## config.mk

```make
export PLATFORM = sky130hd
export DESIGN_NAME = div_stream_ctrl
export DESIGN_NICKNAME = d
export VERILOG_FILES = /design/src/rtl/div_pkg.sv /design/src/rtl/div_result_fifo.sv /design/src/rtl/div_stream_ctrl.sv
export SDC_FILE = /design/constraint.sdc
export NUM_CORES = 1
export LEC_CHECK = 0
export ABC_CLOCK_PERIOD_IN_PS = 6100
export CAP_MARGIN = 20
export CORE_ASPECT_RATIO = 1.1
export CORE_MARGIN = 5
export CORE_UTILIZATION = 55
export CTS_BUF_LIST = sky130_fd_sc_hd__clkbuf_8
export DETAILED_ROUTE_END_ITERATION = 8
export PLACE_DENSITY = 0.84
export SKIP_LAST_GASP = 1
export SLEW_MARGIN = 20
export SYNTH_ARGS = -nofsm -noshare
export SYNTH_HDL_FRONTEND = slang
export SYNTH_SLANG_ARGS = --single-unit
```

## constraint.sdc

```tcl
create_clock -name clk -period 6.1 [get_ports clk]
set_input_delay 1.525 -clock clk [delete_from_list [all_inputs] [get_ports clk]]
set_output_delay 1.525 -clock clk [all_outputs]
set_load 0.05 [all_outputs]
```

## src/rtl/div_pkg.sv

```systemverilog
// Shared types and constants for the streaming divider wrapper and its result buffering.
package div_pkg;

  localparam int unsigned DIV_WIDTH = 4;

  localparam logic [2*DIV_WIDTH-1:0] DIV_ZERO_QUOTIENT = '1;

  typedef struct packed {
    logic [2*DIV_WIDTH-1:0] quotient;
    logic [DIV_WIDTH-1:0]   remainder;
    logic                   div_zero;
  } div_result_t;

  typedef struct packed {
    logic valid;
    logic zero;
  } div_tag_t;

  function automatic div_result_t div_zero_result();
    div_result_t res;
    res.quotient  = DIV_ZERO_QUOTIENT;
    res.remainder = '0;
    res.div_zero  = 1'b1;
    return res;
  endfunction

endpackage

```

## src/rtl/div_result_fifo.sv

```systemverilog
// Synchronous first-word-fall-through FIFO; depth need not be a power of two.
module div_result_fifo #(
  parameter int unsigned DATA_W = 8,
  parameter int unsigned DEPTH  = 4
) (
  input  logic                         clk_i,
  input  logic                         rst_ni,
  input  logic                         push_i,
  input  logic [DATA_W-1:0]            wdata_i,
  input  logic                         pop_i,
  output logic [DATA_W-1:0]            rdata_o,
  output logic                         full_o,
  output logic                         empty_o,
  output logic [$clog2(DEPTH+1)-1:0]   count_o
);

  localparam int unsigned PtrW = (DEPTH > 1) ? $clog2(DEPTH) : 1;
  localparam int unsigned CntW = $clog2(DEPTH + 1);

  logic [DATA_W-1:0] mem_q [DEPTH];
  logic [DATA_W-1:0] mem_d [DEPTH];
  logic [PtrW-1:0]   wr_ptr_q, wr_ptr_d;
  logic [PtrW-1:0]   rd_ptr_q, rd_ptr_d;
  logic [CntW-1:0]   count_q, count_d;
  logic              do_push, do_pop;

  function automatic logic [PtrW-1:0] ptr_inc(input logic [PtrW-1:0] ptr);
    return (ptr == PtrW'(DEPTH - 1)) ? '0 : ptr + PtrW'(1);
  endfunction

  always_comb begin
    full_o  = (count_q == CntW'(DEPTH));
    empty_o = (count_q == '0);
    count_o = count_q;
    rdata_o = mem_q[rd_ptr_q];

    do_push = push_i && !full_o;
    do_pop  = pop_i && !empty_o;

    mem_d    = mem_q;
    wr_ptr_d = wr_ptr_q;
    rd_ptr_d = rd_ptr_q;
    count_d  = count_q;

    if (do_push) begin
      mem_d[wr_ptr_q] = wdata_i;
      wr_ptr_d        = ptr_inc(wr_ptr_q);
    end
    if (do_pop) begin
      rd_ptr_d = ptr_inc(rd_ptr_q);
    end
    if (do_push && !do_pop) begin
      count_d = count_q + CntW'(1);
    end else if (!do_push && do_pop) begin
      count_d = count_q - CntW'(1);
    end
  end

  always_ff @(posedge clk_i) begin
    if (!rst_ni) begin
      mem_q    <= '{default: '0};
      wr_ptr_q <= '0;
      rd_ptr_q <= '0;
      count_q  <= '0;
    end else begin
      mem_q    <= mem_d;
      wr_ptr_q <= wr_ptr_d;
      rd_ptr_q <= rd_ptr_d;
      count_q  <= count_d;
    end
  end

  // Upstream flow control is expected to make this impossible.
  assert property (@(posedge clk_i) disable iff (!rst_ni) !(push_i && full_o))
    else $error("div_result_fifo: push while full");

endmodule

```

## src/rtl/div_stream_ctrl.sv

```systemverilog
// Valid/ready streaming wrapper around a fixed-latency pipelined divider, with a
// credit-protected result FIFO and local divide-by-zero handling.
module div_stream_ctrl
  import div_pkg::*;
#(
  parameter int unsigned WIDTH       = DIV_WIDTH,
  parameter int unsigned DIV_LATENCY = 8,
  parameter int unsigned FIFO_DEPTH  = 16
) (
  input  logic                 clk,
  input  logic                 rst_n,
  input  logic                 in_valid,
  output logic                 in_ready,
  input  logic [2*WIDTH-1:0]   in_dividend,
  input  logic [WIDTH-1:0]     in_divisor,
  output logic [2*WIDTH-1:0]   div_dividend,
  output logic [WIDTH-1:0]     div_divisor,
  input  logic [2*WIDTH-1:0]   div_quotient,
  input  logic [WIDTH-1:0]     div_remainder,
  output logic                 out_valid,
  input  logic                 out_ready,
  output logic [2*WIDTH-1:0]   out_quotient,
  output logic [WIDTH-1:0]     out_remainder,
  output logic                 out_div_zero,
  output logic                 busy
);

  if (WIDTH != DIV_WIDTH) begin : g_width_mismatch
    $error("div_stream_ctrl: WIDTH must equal div_pkg::DIV_WIDTH");
  end

  localparam int unsigned ResW  = $bits(div_result_t);
  localparam int unsigned InflW = $clog2(DIV_LATENCY + 1);
  localparam int unsigned CntW  = $clog2(FIFO_DEPTH + 1);

  logic [2*WIDTH-1:0]           div_dividend_q, div_dividend_d;
  logic [WIDTH-1:0]             div_divisor_q, div_divisor_d;
  div_tag_t [DIV_LATENCY-1:0]   tag_q, tag_d;
  logic [InflW-1:0]             inflight_q, inflight_d;

  logic        accept, tag_exit, fifo_pop;
  logic        fifo_full, fifo_empty;
  logic [CntW-1:0] fifo_count;
  div_result_t push_data, head;

  always_comb begin
    // Credit counts both in-flight ops and buffered results, so a capture always has room.
    in_ready = (32'(inflight_q) + 32'(fifo_count)) < FIFO_DEPTH;
    accept   = in_valid && in_ready;
    tag_exit = tag_q[DIV_LATENCY-1].valid;

    div_dividend_d = div_dividend_q;
    div_divisor_d  = div_divisor_q;
    if (accept) begin
      div_dividend_d = in_dividend;
      div_divisor_d  = (in_divisor == '0) ? WIDTH'(1) : in_divisor;
    end

    tag_d[0].valid = accept;
    tag_d[0].zero  = accept && (in_divisor == '0);
    for (int i = 1; i < int'(DIV_LATENCY); i++) begin
      tag_d[i] = tag_q[i-1];
    end

    inflight_d = inflight_q;
    if (accept && !tag_exit) begin
      inflight_d = inflight_q + InflW'(1);
    end else if (!accept && tag_exit) begin
      inflight_d = inflight_q - InflW'(1);
    end

    if (tag_q[DIV_LATENCY-1].zero) begin
      push_data = div_zero_result();
    end else begin
      push_data.quotient  = div_quotient;
      push_data.remainder = div_remainder;
      push_data.div_zero  = 1'b0;
    end

    fifo_pop = !fifo_empty && out_ready;
  end

  always_ff @(posedge clk) begin
    if (!rst_n) begin
      div_dividend_q <= '0;
      div_divisor_q  <= WIDTH'(1);
      tag_q          <= '0;
      inflight_q     <= '0;
    end else begin
      div_dividend_q <= div_dividend_d;
      div_divisor_q  <= div_divisor_d;
      tag_q          <= tag_d;
      inflight_q     <= inflight_d;
    end
  end

  div_result_fifo #(
    .DATA_W (ResW),
    .DEPTH  (FIFO_DEPTH)
  ) u_result_fifo (
    .clk_i   (clk),
    .rst_ni  (rst_n),
    .push_i  (tag_exit),
    .wdata_i (push_data),
    .pop_i   (fifo_pop),
    .rdata_o (head),
    .full_o  (fifo_full),
    .empty_o (fifo_empty),
    .count_o (fifo_count)
  );

  always_comb begin
    div_dividend  = div_dividend_q;
    div_divisor   = div_divisor_q;
    out_valid     = !fifo_empty;
    out_quotient  = head.quotient;
    out_remainder = head.remainder;
    out_div_zero  = head.div_zero;
    busy          = (inflight_q != '0) || !fifo_empty;
  end

endmodule

```

==> Word-level counts from Yosys, hierarchy flattened <==
Index checks and enable logic that the tools add are counted.
{ "op_classes": {"n_reduce_logical": 22, "addsub": 7, "muxes": 14, "eq_ne": 3, "n_bitwise": 2, "n_lt_le_gt_ge": 4} }
{ "op_table": {"columns": ["cell", "count"], "rows": [
  ["bitwise mux 208 bit", 1],
  ["binary-select mux 13 bit (select 4 bit)", 1],
  ["demux 13 bit (select 4 bit)", 1],
  ["two-way mux 13 bit", 4],
  ["two-way mux 4 bit", 5],
  ["adder 4 x 1 -> 4 bit, second input constant", 3],
  ["greater-or-equal comparator 5 bit, second input constant", 2],
  ["logical AND 1 bit", 10],
  ["two-way mux 5 bit", 2],
  ["NOT 4 -> 5 bit", 2],
  ["equality test 4 bit, second input constant", 2],
  ["adder 4 x 5 -> 6 bit", 1],
  ["logical NOT 1 bit", 6],
  ["< comparator 6 x 5 -> 1 bit, second input constant", 1],
  ["adder 5 x 1 -> 5 bit, second input constant", 1],
  ["equality test 5 bit, second input constant", 1],
  ["logical NOT 5 bit", 1],
  ["< comparator 5 x 1 -> 1 bit, second input constant", 1],
  ["subtractor 5 x 1 -> 5 bit, second input constant", 1],
  ["logical NOT 4 bit", 1],
  ["nonzero test 2 bit", 2],
  ["nonzero test 4 bit", 1],
  ["subtractor 4 x 1 -> 4 bit, second input constant", 1],
  ["logical OR 1 bit", 1]
]} }
{ "word_totals": {"output_inout_bits": 28, "input_bits": 28, "register_bits": 253, "word_cells": 90} }

==> Longest topological paths before layout <==
Gate-level depths: netlist (run 1).
{ "logic_depth": {"ltp_word": 7, "mapped_depth": 12, "ltp_nobuf": 11} }

==> Hierarchy <==
From an unflattened synthesis (run 1), not the netlist that was laid out.
{ "unflattened": {"hier_cells": 1045, "area_unflattened_um2": 11930.2} }
{ "by_module_without_submodules": {"columns": ["mod", "seq_area_each_um2", "instances", "area_per_inst_um2", "cells_per_inst"], "rows": [
  ["div_result_fifo", 4424.2, 1, 10573.9, 903],
  ["div_stream_ctrl", 640.6, 1, 1356.3, 142]
]} }

==> Least setup slack after synthesis (run 1) <==
OpenSTA, ideal clock, no wires.
{ "synth_path": {"path_type": "register to output", "startpoint": "reg u_result_fifo.rd_ptr_q[0]", "endpoint": "out out_quotient[0]", "t_arrival_ns": 2.123, "t_required_ns": 4.575, "path_buffers": 2, "slack_ns": 2.452, "path_stages_with_launch": 6, "cell_sequence": "dfxtp_1 clkbuf_1 buf_2 mux4_2 a22oi_1 nand2_1"} }
{ "synth_between": {"elab_chain_cells": 4} }
{ "synth_rtl": {"columns": ["item", "line", "text"], "rows": [
  ["from (decl)", "div_result_fifo.sv:23", "logic [PtrW-1:0] rd_ptr_q, rd_ptr_d;"],
  ["from (signal assigned)", "div_result_fifo.sv:68", "rd_ptr_q <= rd_ptr_d;"],
  ["NOT 4 -> 5 bit (implied by the code)", "div_result_fifo.sv:35", "rdata_o = mem_q[rd_ptr_q];"],
  ["binary-select mux 13 bit (select 4 bit)", "div_result_fifo.sv:35", null],
  ["two-way mux 13 bit (implied by the code) (2 in series)", "div_result_fifo.sv:35", null],
  ["to (decl)", "div_stream_ctrl.sv:22", "output logic [2*WIDTH-1:0] out_quotient,"]
]} }
No other way between the ends. The select of a mux whose other input is x is not followed.

==> Final worst setup path (run 1) <==
{ "layout_path": {"startpoint": "reg u_result_fifo.rd_ptr_q[1]", "endpoint": "out out_quotient[7]"} }
Same word-level chain as after synthesis.

==> flow_summary_export.csv, run 1 <==
group,metric,value,unit
detailed_routing,totalWireLength,26500,um
sta,min_period,4.77,ns
finish,final_net_count,1120,
setup_path,worstPathArrival,3.24,ns
sta,post-route-period-util,78.2,%
detailed_routing,routed-via-count,8279,
synthesis,yosys.cell_types.count,43,
synthesis,synth.area.mux_share,18.9,%
pwr,total_power,4.18,mW
finish,antenna_cells,0,
worst_hold_path,min-delay-path-class,"reg2reg",
sta,final_max_slew_viol_count,0,
synthesis,asyncSetResetFlopFracSynth,0,%
sta,setup_tns,0,ns
synthesis,yosys.area_share.simple,12.2,%
detailed_routing,drtAntennaViolNets,0,
synthesis,synth_area_leaders,"sky130_fd_sc_hd__dfxtp_1 47%, sky130_fd_sc_hd__mux4_2 11%, sky130_fd_sc_hd__a211oi_1 9.2%, sky130_fd_sc_hd__nor2_1 8.3%, sky130_fd_sc_hd__mux2i_1 8.0%",
finish,n_fill_cell,1435,
place,place_inst,1278,
job,cap_violations,0,
synthesis,synth_fa_ha_area_share,2.12,%
global_routing,gr-total-overflow,0,
floorplanning,die_area,0.0224,sq mm
pwr,power.density,336,mW/mm^2
setup_path,rrSetupSlack,2.81,ns
detailed_routing,first_iter_violations,693,
clock_network,clk_path_buf_depth,3,
clock_network,htree_levels,2,
finish,share_of_final_layout_standard_cells_stronger_than_drive_strength_1,15.9,%
synthesis,synthesis.yosys.warnings,0,
finish,synthesis_to_layout_area_growth,16.0,%
synthesis,syn-cell-area,0.0107,sq mm
floorplanning,initial_core_util,56.0,%
synthesis,synth_top_area_cell,"sky130_fd_sc_hd__dfxtp_1",
setup_path,critical_path.cell_chain,"buf_4 > mux4_2 > a22oi_1 > nand2_1 > clkdlybuf4s50_1",
place,place_hpwl,15200,um
synthesis,largest_family_of_logic_cells_by_synthesized_area,"multiplexers",
synthesis,syn_area_per_cell,10.2,sq um
setup_path,worst_r2r_endpoint,"inflight_q[3]",
detailed_routing,drt_pass1_iterations,5,
pwr,vdd.ir_drop.worst,0.000234,V
clock_network,post_cts_hold_buffer_count,0,
setup_path,timing.critical_path.slowest_cell_delay,0.85,ns
setup_path,timing.setup.critical_path_class,"reg2out",
global_routing,total_global_routing_track_utilization,23.9,%
clock_network,worst_skew_late_latency,0.56,ns
clock_network,clkSlewWorstSetupHoldPaths,0.06,ns
synthesis,postSynthRegisterBits,253,
setup_path,regToRegStartpoint,"u_result_fifo.count_o[1]",
sta,finalSetupViolations,0,
sta,tightest_slew,1.08,ns
sta,timing.final.hold_violations,0,
synthesis,compound_gate_portion_of_the_synthesized_area,14.8,%
floorplanning,chip_height,156,um
status,status,"complete, no violations",
global_routing,grt_max_degree,145,
setup_path,timing.critical_path.to,"out_quotient[7]",
place,detailed_place.area,0.0115,sq mm
floorplanning,design.core.area,0.0192,sq mm
place,buffer_ports.inserted,55,
synthesis,synth_nets,1099,
sta,timing.fmax,0.210,GHz
finish,postLayoutCoreUtil,64.9,%
detailed_routing,drt-vias-per-instance,6.11,
synthesis,synthDominantCellAreaShare,47.2,%
sta,grt_setup_unrepaired,"no",
sta,setup_skew_after_layout,0.0263,ns
clock_network,ctsRootBufferMaster,"sky130_fd_sc_hd__clkbuf_8",
setup_path,worst_setup_path_end_kind,"output port",
sta,worst_slew_margin_rel,27.7,%
floorplanning,floorplan.die.width,143,um
synthesis,xor_xnor_cell_area_share_of_the_yosys_netlist,0.571,%
global_routing,wire_length_of_the_first_global_routing_pass,42700,um
global_routing,antenna_found_initial,0,
setup_path,setup.worst_path.start_class,"flip-flop",
synthesis,synth_ff_type,"sky130_fd_sc_hd__dfxtp_1",
global_routing,grt_pass1_vias,8266,
synthesis,synth_most_common_cell,"sky130_fd_sc_hd__dfxtp_1",
pwr,power.static_leakage,4.10,nW
setup_path,worst-r2r-cell-count,12,
finish,multi_input_area,0.00538,sq mm
synthesis,post_synth_inst_count,1054,
detailed_routing,drt_drc_violations_left,0,
finish,layout.cell_area.non_filler,0.0124,sq mm
detailed_routing,route.detailed.wl_per_inst,19.6,um
clock_network,cts_repair_resize_count,0,
synthesis,yosysSeqAreaShare,47.2,%
place,routabilityCongestion,0.750,
finish,area.sequential,0.00507,sq mm
floorplanning,core.rowCount,53,
finish,finish.cell_count_without_fillers,1355,
setup_path,critical-path-slowest-cell,"sky130_fd_sc_hd__dfxtp_2",
clock_network,cts_inserted_buffers,41,
setup_path,critical_path.startpoint,"u_result_fifo.rd_ptr_q[1]",
clock_network,tritoncts_clock_tree,"built",
setup_path,critPathMaxFanout,29,
clock_network,cts_post_setup_buffers_inserted,0,
floorplanning,ios,56,
synthesis,synth_enable_flop_cells,0,
setup_path,timing.critical_path.required,4.58,ns
synthesis,synth_common_cells,"253 x sky130_fd_sc_hd__dfxtp_1, 236 x sky130_fd_sc_hd__nor2_1, 131 x sky130_fd_sc_hd__a211oi_1",
clock_network,cts_sinks,253,
state kept, by name (all words and copies together) (netlist names):
signal,count
div_dividend,8
div_divisor,4
inflight_q,4
tag_d,14
tag_exit,1
tag_q,1
u_result_fifo.count_o,5
u_result_fifo.mem_q,208
u_result_fifo.rd_ptr_q,4
u_result_fifo.wr_ptr_q,4
critical path: cells and delay by family (launching register included):
| kind | cells | cell delay [ns] |
|---|---|---|
| AOI/OAI and AO/OA | 1 | 0.28 |
| and+or+nand+nor | 1 | 0.12 |
| muxes | 1 | 0.34 |
| DFF | 1 | 0.85 |
| buffers and inverters | 2 | 1.09 |
power by group:
group / switching, mW / total [mW] / leakage, nW / internal [mW]
combinational: 0.535 / 0.877 / 1.57 / 0.342
clock: 0.676 / 1.49 / 0.484 / 0.812
sequential: 0.115 / 1.82 / 2.04 / 1.70
total: 1.33 / 4.18 / 4.10 / 2.86
layout make-up:
cell class,count,share of cell area (%)
Timing Repair Buffer,82,6.26
Clock inverter,21,0.845
Clock buffer,55,6.08
Inverter,9,0.312
Tap cell,247,2.48
Multi-Input combinational cell,688,43.3
Sequential cell,253,40.8
how the worst min path moves through the flow:
stage / startpoint / end / depth (start not counted)
4_1_cts: tag_d[11] / tag_d[13] / 1
6_report: tag_d[12] / tag_d[14] / 1
5_1_grt: tag_d[3] / tag_d[5] / 1
2_1_floorplan: tag_d[8] / tag_d[10] / 1
3_3_place_gp: tag_d[14] / tag_q[14] / 1
3_5_place_dp: tag_d[11] / tag_d[13] / 1
metal layers:
layer / global-route usage [%] / vias up / wire length, um
li1: - / 3844 / -
met1: 31.3 / 4009 / 11100
met2: 38.2 / 329 / 12300
met3: 4.06 / 97 / 1860
met4: 12.3 / 0 / 1170
met5: 0 / - / 0
stage by stage:
| stage | worst slack, ns | hold slack (ns) |
|---|---|---|
| 2_1_floorplan | 2.45 | 0.412 |
| 3_3_place_gp | 1.75 | 0.415 |
| 3_5_place_dp | 1.73 | 0.420 |
| 4_1_cts | 1.12 | 0.428 |
| 5_1_grt | 1.14 | 0.451 |
| 6_report | 1.33 | 0.422 |
kinds of logic (layout without fill, tap and decap cells):
| kind of cell | count (synthesis) | in the layout |
|---|---|---|
| AOI/OAI and AO/OA | 208 | 208 |
| xor gates and xnor gates | 7 | 7 |
| adders and majority gates | 17 | 17 |
| buffers and inverters | 113 | 167 |
| DFF | 253 | 253 |
| muxes | 138 | 138 |
| and+or+nand+nor | 318 | 318 |
cell usage in the layout (no fill, tap or decap), types with 4 or more instances in the layout:
cell type                         count
sky130_fd_sc_hd__nand3_1              4
sky130_fd_sc_hd__dfxtp_1            250
sky130_fd_sc_hd__a2111oi_2            8
sky130_fd_sc_hd__nand2_1             43
sky130_fd_sc_hd__and2_1              15
sky130_fd_sc_hd__a21oi_1             20
sky130_fd_sc_hd__clkbuf_8            55
sky130_fd_sc_hd__mux4_2              52
sky130_fd_sc_hd__nand2b_1             5
sky130_fd_sc_hd__ha_1                15
sky130_fd_sc_hd__nor2_1             228
sky130_fd_sc_hd__a2111oi_4            8
sky130_fd_sc_hd__mux2i_1             86
sky130_fd_sc_hd__inv_1               19
sky130_fd_sc_hd__a211oi_1           131
sky130_fd_sc_hd__clkdlybuf4s50_1     55
sky130_fd_sc_hd__nor2_2               8
sky130_fd_sc_hd__a22oi_1             26
sky130_fd_sc_hd__xnor2_1              4
sky130_fd_sc_hd__clkinv_2             6
sky130_fd_sc_hd__buf_4               25
No activity file was read; power rests on OpenSTA's default activity.
==> inputs of run 2 (changes only) <==
- ABC_CLOCK_PERIOD_IN_PS: 6100 -> 4500
- clock period: 6.1 -> 4.5 ns (I/O delays scaled with it)
==> run 2 against run 1 <==
  * Worst hold slack gained 0.0084 ns
  * Die area is the same
  * Largest cell class unchanged
  * Non-clock buffer count grew 6
  * Sequential power grew 34%
  * Sequential share of layout area grew 0.23 points
  * First-iteration DRC count shrank 1.7%
==> flow_summary_export.csv, run 2 (synthesized netlist as in run 1, its figures left out) <==
group,metric,value,unit
clock_network,clk_path_buf_depth,3,
floorplanning,ios,56,
pwr,power.density,444,mW/mm^2
sta,setup_skew_after_layout,0.0104,ns
setup_path,worst_setup_path_end_kind,"output port",
place,routabilityCongestion,0.788,
sta,timing.final.hold_violations,0,
floorplanning,die_area,0.0224,sq mm
floorplanning,design.core.area,0.0192,sq mm
global_routing,grt_pass1_vias,8158,
clock_network,cts_post_setup_buffers_inserted,0,
detailed_routing,route.detailed.wl_per_inst,18.9,um
setup_path,timing.critical_path.required,3.38,ns
setup_path,timing.setup.critical_path_class,"reg2out",
clock_network,clkSlewWorstSetupHoldPaths,0.06,ns
place,place_hpwl,15600,um
setup_path,rrSetupSlack,1.23,ns
setup_path,worstPathArrival,3.07,ns
floorplanning,chip_height,156,um
sta,tightest_slew,1.08,ns
status,status,"complete, no violations",
finish,multi_input_area,0.00538,sq mm
global_routing,wire_length_of_the_first_global_routing_pass,41800,um
detailed_routing,totalWireLength,25700,um
finish,area.sequential,0.00507,sq mm
place,place_inst,1285,
setup_path,critPathMaxFanout,22,
place,buffer_ports.inserted,55,
finish,final_net_count,1126,
sta,worst_slew_margin_rel,28.2,%
sta,min_period,4.19,ns
global_routing,grt_max_degree,108,
finish,most-common-layout-cells,"250 x sky130_fd_sc_hd__dfxtp_1, 228 x sky130_fd_sc_hd__nor2_1, 131 x sky130_fd_sc_hd__a211oi_1",
global_routing,total_global_routing_track_utilization,23.2,%
detailed_routing,drt-vias-per-instance,6.01,
job,cap_violations,0,
sta,final_max_slew_viol_count,0,
sta,finalSetupViolations,0,
sta,grt_setup_unrepaired,"no",
clock_network,worst_skew_late_latency,0.55,ns
clock_network,cts_repair_resize_count,0,
floorplanning,core.rowCount,53,
clock_network,cts_inserted_buffers,41,
pwr,power.static_leakage,4.10,nW
detailed_routing,routed-via-count,8156,
sta,timing.fmax,0.239,GHz
clock_network,ctsRootBufferMaster,"sky130_fd_sc_hd__clkbuf_8",
clock_network,cts_sinks,253,
sta,post-route-period-util,93.2,%
detailed_routing,drt_pass1_iterations,4,
clock_network,tritoncts_clock_tree,"built",
finish,mostFrequentLayoutCell,"sky130_fd_sc_hd__dfxtp_1",
pwr,vdd.ir_drop.worst,0.000308,V
pwr,total_power,5.49,mW
finish,antenna_cells,0,
finish,finish.cell_count_without_fillers,1356,
sta,setup_tns,0,ns
global_routing,antenna_found_initial,0,
finish,layout.cell_area.non_filler,0.0124,sq mm
setup_path,setup.worst_path.start_class,"flip-flop",
finish,largest_register_ff_count,208,
clock_network,post_cts_hold_buffer_count,0,
finish,share_of_final_layout_standard_cells_stronger_than_drive_strength_1,15.0,%
finish,synthesis_to_layout_area_growth,15.3,%
worst_hold_path,min-delay-path-class,"reg2reg",
detailed_routing,drtAntennaViolNets,0,
global_routing,gr-total-overflow,0,
clock_network,htree_levels,2,
detailed_routing,drt_drc_violations_left,0,
finish,n_fill_cell,1429,
floorplanning,initial_core_util,56.0,%
floorplanning,floorplan.die.width,143,um
detailed_routing,first_iter_violations,681,
finish,registers.top_by_ff_count,"u_result_fifo.mem_q",
place,detailed_place.area,0.0116,sq mm
-- run 2: changes by cell type in the layout (fill, tap and decap cells not counted) --
| cell | delta |
|---|---|
| sky130_fd_sc_hd__nor2b_1 | +2 |
| sky130_fd_sc_hd__inv_8 | -1 |
| sky130_fd_sc_hd__clkbuf_8 | -8 |
| sky130_fd_sc_hd__nor2b_2 | -2 |
| sky130_fd_sc_hd__inv_1 | +9 |
| sky130_fd_sc_hd__buf_4 | +6 |
| sky130_fd_sc_hd__clkinvlp_4 | -2 |
| sky130_fd_sc_hd__clkinv_2 | -5 |
| sky130_fd_sc_hd__and2_0 | +1 |
| sky130_fd_sc_hd__inv_6 | +2 |
| sky130_fd_sc_hd__and2_1 | -1 |
-- run 2: final timing paths --
check / startpoint / endpoint / cells past startpoint
setup / recovery: u_result_fifo.rd_ptr_q[0] / out_quotient[1] / 5
hold / removal: tag_d[3] / tag_d[5] / 1
setup reg to reg: u_result_fifo.count_o[1] / inflight_q[3] / 12
hold reg to reg: tag_d[3] / tag_d[5] / 1
-- run 2: routing by layer --
metal  GRT usage, %  share of wire [%]
met1           29.6                 43
met2           38.8                 48
met3           4.10                5.1
met4           9.78                3.1
met5              0                  0
-- run 2: through the flow --
stage	util (%)	hold slack (ns)	setup WS, ns
3_3_place_gp	60.5	0.417	0.879
3_5_place_dp	60.5	0.420	0.864
2_1_floorplan	-	0.412	1.25
5_1_grt	64.5	0.450	0.164
4_1_cts	64.5	0.435	0.279
6_report	64.5	0.431	0.308
-- run 2: critical path: stages, from the launching register on --
cell and delay (ns):
sky130_fd_sc_hd__dfxtp_4 0.61, sky130_fd_sc_hd__buf_4 0.30, sky130_fd_sc_hd__mux4_2 0.52, sky130_fd_sc_hd__a22oi_1 0.29, sky130_fd_sc_hd__nand2_1 0.09, sky130_fd_sc_hd__clkdlybuf4s50_1 0.70
-- run 2: final cells by class --
| type | instances | share of cell area, % |
|---|---|---|
| Clock inverter | 24 | 0.850 |
| Tap cell | 247 | 2.50 |
| Inverter | 9 | 0.314 |
| Timing Repair Buffer | 88 | 6.66 |
| Sequential cell | 253 | 41.0 |
| Clock buffer | 47 | 5.23 |
| Multi-Input combinational cell | 688 | 43.5 |
-- run 2: report_power, final --
group | switching, mW | leakage [nW] | internal (mW)
sequential | 0.119 | 2.04 | 2.31
combinational | 0.758 | 1.60 | 0.470
clock | 0.880 | 0.458 | 0.952
==> edit 1 (config.mk and constraints of run 2) <==
The parameter `DIV_LATENCY` goes from 8 to 32.
--- a/src/rtl/div_stream_ctrl.sv
+++ b/src/rtl/div_stream_ctrl.sv
@@ -4,7 +4,7 @@
   import div_pkg::*;
 #(
   parameter int unsigned WIDTH       = DIV_WIDTH,
-  parameter int unsigned DIV_LATENCY = 8,
+  parameter int unsigned DIV_LATENCY = 32,
   parameter int unsigned FIFO_DEPTH  = 16
 ) (
   input  logic                 clk,
Formal check against the unedited RTL: not equivalent (a bounded check fails within 10 cycles, from zero or initial values and one cycle with rst_n low).
==> edit 1 against run 2 <==
Synthesized area grew 15%; register-to-register slack worse by 0.14 ns; sequential cell count is 50 higher; non-clock buffer count down 8; via count up 13%; core utilization decreased by 1.6 points; setup slack worse by 0.086 ns; fmax down 2.0%; first-iteration DRC count increased by 18%; routed wire length grew 9.0%; critical path type unchanged; cell area up 12%.
Power is not compared: it rests on default switching activity, and its combinational part moved more than twofold at a synthesized area within 25%.
==> edit 1: results <==
metrics = {
    "hold_path": {
        "min-delay-start": "tag_d[33]",
        "min_to": "tag_d[35]",
    },
    "synth": {
        "synth-seq-area-share_pct": 49.11,
        "synthDistinctLibCells": 50,
        "synth.net_count": 1240,
        "ys_top_cells_by_area": "dfxtp_1 (49%), mux4_2 (9.5%), nand3_1 (8.5%)",
    },
    "setup_path": {
        "ff2ff_path_depth": 11,
        "r2r_slack_ns": 1.09,
        "cp_data_arrival_time_ns": 3.15,
        "crit_path_start": "u_result_fifo.rd_ptr_q[2]",
        "r2r-start": "u_result_fifo.count_o[4]",
        "cp_max_fo": 19,
        "reg2reg_to": "inflight_q[5]",
    },
    "finish": {
        "instances_no_fill": 1537,
        "layout.nets": 1254,
        "drive_gt1_share_pct": 14.41,
    },
    "sta": {
        "worst_slew_pin_slew_ns": 0.9589,
        "hold_slack_ns": 0.4314,
    },
    "global_routing": {
        "grt_pass1_vias": 9031,
        "grt_pass1_wl_um": 46090,
    },
    "drt": {
        "wl_per_cell_um": 18.21,
        "firstDrtPassIters": 7,
    },
    "place": {
        "pre_cts_ws_ns": 0.7899,
    },
    "status": {
        "outcome": "completed",
    },
    "clocking": {
        "cts_made_buffers": 48,
        "post-cts-setup-buffers": 0,
    },
}
edit 1: worst max path at each step:
stage	depth (start not counted)	slack (ns)	to
after floorplan	11	1.20	inflight_q[4]
after global placement	6	0.79	out_remainder[3]
after detailed placement	6	0.79	out_remainder[3]
after CTS	6	0.19	out_remainder[3]
after global routing	6	0.07	out_remainder[3]
final	6	0.22	out_remainder[2]
edit 1: final cells by class:
class,instances,area share (%)
Clock buffer,62,6.133
Clock inverter,24,1.349
Inverter,7,0.1888
Multi-Input combinational cell,766,40.52
Sequential cell,303,43.64
Tap cell,295,2.653
Timing Repair Buffer,80,5.513
edit 1: logic make-up (layout without fill, tap and decap cells):
family | count (synthesis) | after routing | share of synthesized area [%]
compound gates | 285 | 285 | 14.95
flops | 303 | 303 | 49.11
fa+ha+maj | 20 | 20 | 2.148
xor+xnor | 10 | 10 | 0.7092
buf+inv | 123 | 173 | 5.248
simple gates | 367 | 367 | 15.75
mux | 84 | 84 | 12.08
edit 1: per-layer routing:
metal	vias to the layer above	share of wire, %	track usage (%)
met5	-	0	0
met4	0	2.8	8.214
met3	71	7.6	4.233
met2	383	49	37.21
met1	4400	41	27.04
li1	4343	-	-
edit 1: where the power goes:
group	internal [uW]	switching, uW
Sequential	2730	42.4
Combinational	243	356
Clock	1410	1060
edit 1: stage by stage:
stage / util (%) / area [um2] / total power [uW]
6_report: 62.93 / 13910 / 5837
5_1_grt: 62.93 / 13910 / 6069
4_1_cts: 62.93 / 13910 / 5882
3_5_place_dp: 58.22 / 12870 / 3426
3_3_place_gp: 58.22 / 12870 / 3409
2_1_floorplan: - / 12350 / 3259
edit 1: worst max-delay path, cell delays in order, from the launching register on:
cell and delay (ns):
dfxtp_2 0.67, buf_4 0.32, buf_4 0.22, mux4_2 0.30
a211oi_1 0.27, a21oi_1 0.09, clkdlybuf4s50_1 0.73
==> edit 2 (settings of run 2) <==
Made on the original files. Reset style: asynchronous (`rst_n` and `rst_ni`), changed in 2 clocked blocks. Comments in the files are not updated.
--- a/src/rtl/div_result_fifo.sv
+++ b/src/rtl/div_result_fifo.sv
@@ -56,7 +56,7 @@
     end
   end
 
-  always_ff @(posedge clk_i) begin
+  always_ff @(posedge clk_i or negedge rst_ni) begin
     if (!rst_ni) begin
       mem_q    <= '{default: '0};
       wr_ptr_q <= '0;
--- a/src/rtl/div_stream_ctrl.sv
+++ b/src/rtl/div_stream_ctrl.sv
@@ -80,7 +80,7 @@
     fifo_pop = !fifo_empty && out_ready;
   end
 
-  always_ff @(posedge clk) begin
+  always_ff @(posedge clk or negedge rst_n) begin
     if (!rst_n) begin
       div_dividend_q <= '0;
       div_divisor_q  <= WIDTH'(1);
Check against the original RTL: differs if rst_n is asserted again (counterexample within 4 cycles, from zero or initial values and one cycle with rst_n low); with rst_n held inactive, the same outputs for 10 cycles.
==> edit 2 against run 2 <==
Routed wire length increased by 5.2%; core utilization is 1.6 points lower; sequential cell count unchanged; setup slack lost 0.23 ns; synthesized area increased by 6.6%; cell area increased by 4.4%; count of clock-buffer cells in the layout is 7 higher; global-route usage grew 0.22 points; fmax decreased by 5.3%.
Power is not compared: it rests on default switching activity, and its combinational part moved more than twofold at a synthesized area within 25%.
==> edit 2: results <==
metrics = {
    "status": {
        "outcome": "completed",
    },
    "setup_path": {
        "r2r-start": "u_result_fifo.count_o[2]",
        "reg2reg_to": "u_result_fifo.count_o[4]",
        "cp_data_arrival_time_ns": 3.30,
        "ff2ff_path_depth": 9,
        "cp_max_fo": 29,
        "max_stage_delay_ns": 0.78,
        "r2r_slack_ns": 1.37,
    },
    "place": {
        "dp.cells": 1226,
        "gp_congestion": 0.8436,
        "pre_cts_ws_ns": 0.6343,
    },
    "finish": {
        "nFillCells": 1478,
        "area_growth_pct": 12.97,
        "layout.nets": 1057,
        "drive_gt1_share_pct": 16.03,
    },
    "hold_path": {
        "min_to": "tag_q[14]",
        "min-delay-start": "tag_d[14]",
        "whs_path_depth": 0,
    },
    "drt": {
        "firstDrtPassIters": 5,
        "drtAntennaViolNets": 0,
        "vias": 7930,
        "drt_iter0_drc": 838,
        "wl_um": 27030,
    },
    "global_routing": {
        "grt_max_degree": 135,
        "grt_pass1_vias": 8101,
        "grt_pass1_wl_um": 44100,
        "grt_usage_pct": 23.37,
    },
    "synth": {
        "synthDistinctLibCells": 41,
        "synth-seq-area-share_pct": 55.38,
        "ys_top_cells_by_area": "dfrtp_1 (55%), o21ai_0 (9.2%), mux4_2 (7.7%)",
        "async_flop_share_pct": 100.0,
        "synth_area_per_cell_um2": 11.69,
        "synth.net_count": 1023,
        "ys_top_cells_by_count": "dfrtp_1 (252), o21ai_0 (211), nand2_1 (199), mux2i_1 (41), mux4_2 (39)",
    },
    "sta": {
        "worst_slew_pin_slew_ns": 1.059,
        "fin_skew_ns": 0.02337,
    },
    "clocking": {
        "post_cts_resized": 0,
        "cts_made_buffers": 39,
        "post-cts-setup-buffers": 0,
    },
}
## edit 2: cell count changes in the layout (fill, tap and decap cells not counted), sizes merged, moves of 45 or more
cell           run 2  this run
dfxtp            253         0
dfrtp              0       252
nor2             236        15
mux2i             86        41
nand2             43       199
o21ai              3       214
a211oi           131         0
## edit 2: kinds of logic (layout without fill, tap and decap cells)
family	after synthesis	in the layout	synth area share [%]
compound gates	274	274	15.88
mux	110	110	14.23
fa+ha+maj	17	17	1.992
buf+inv	82	146	3.699
simple gates	232	232	8.054
flops	253	253	55.38
xor+xnor	10	10	0.7661
## edit 2: cell type report
cell class / count / area share, %
clock inverters: 17 / 0.6103
repair buffers: 67 / 5.512
flip-flops and latches: 253 / 49.07
multi-input cells: 643 / 36.33
clock buffers: 54 / 5.754
inverters: 8 / 0.2519
well taps: 256 / 2.480
## edit 2: worst max-delay path by stage
stage,start,to,slack [ns],depth (start not counted)
after floorplan,u_result_fifo.rd_ptr_q[1],out_quotient[3],1.05,6
after global placement,u_result_fifo.rd_ptr_q[0],out_remainder[2],0.56,5
after detailed placement,u_result_fifo.rd_ptr_q[1],out_remainder[2],0.63,5
after CTS,u_result_fifo.rd_ptr_q[1],out_remainder[2],0.05,5
after global routing,u_result_fifo.rd_ptr_q[1],out_remainder[0],0.006,5
final,u_result_fifo.rd_ptr_q[1],out_remainder[0],0.07,5
## edit 2: report_power, final
part,switching [uW],internal (uW),leakage [uW]
sequential,669,3230,0.00279
combinational,2570,1750,0.00255
clock,906,1070,0.000472
## edit 2: routing by layer
layer  up-vias  wire length [um]  global-route usage [%]  share of wire (%)
met1      4000             11240                   31.52                 42
met5         -                 0                       0                  0
met3        63              2035                   5.219                7.5
met2       324             13060                   38.06                 48
li1       3543                 -                       -                  -
met4         0               695                   7.881                2.6
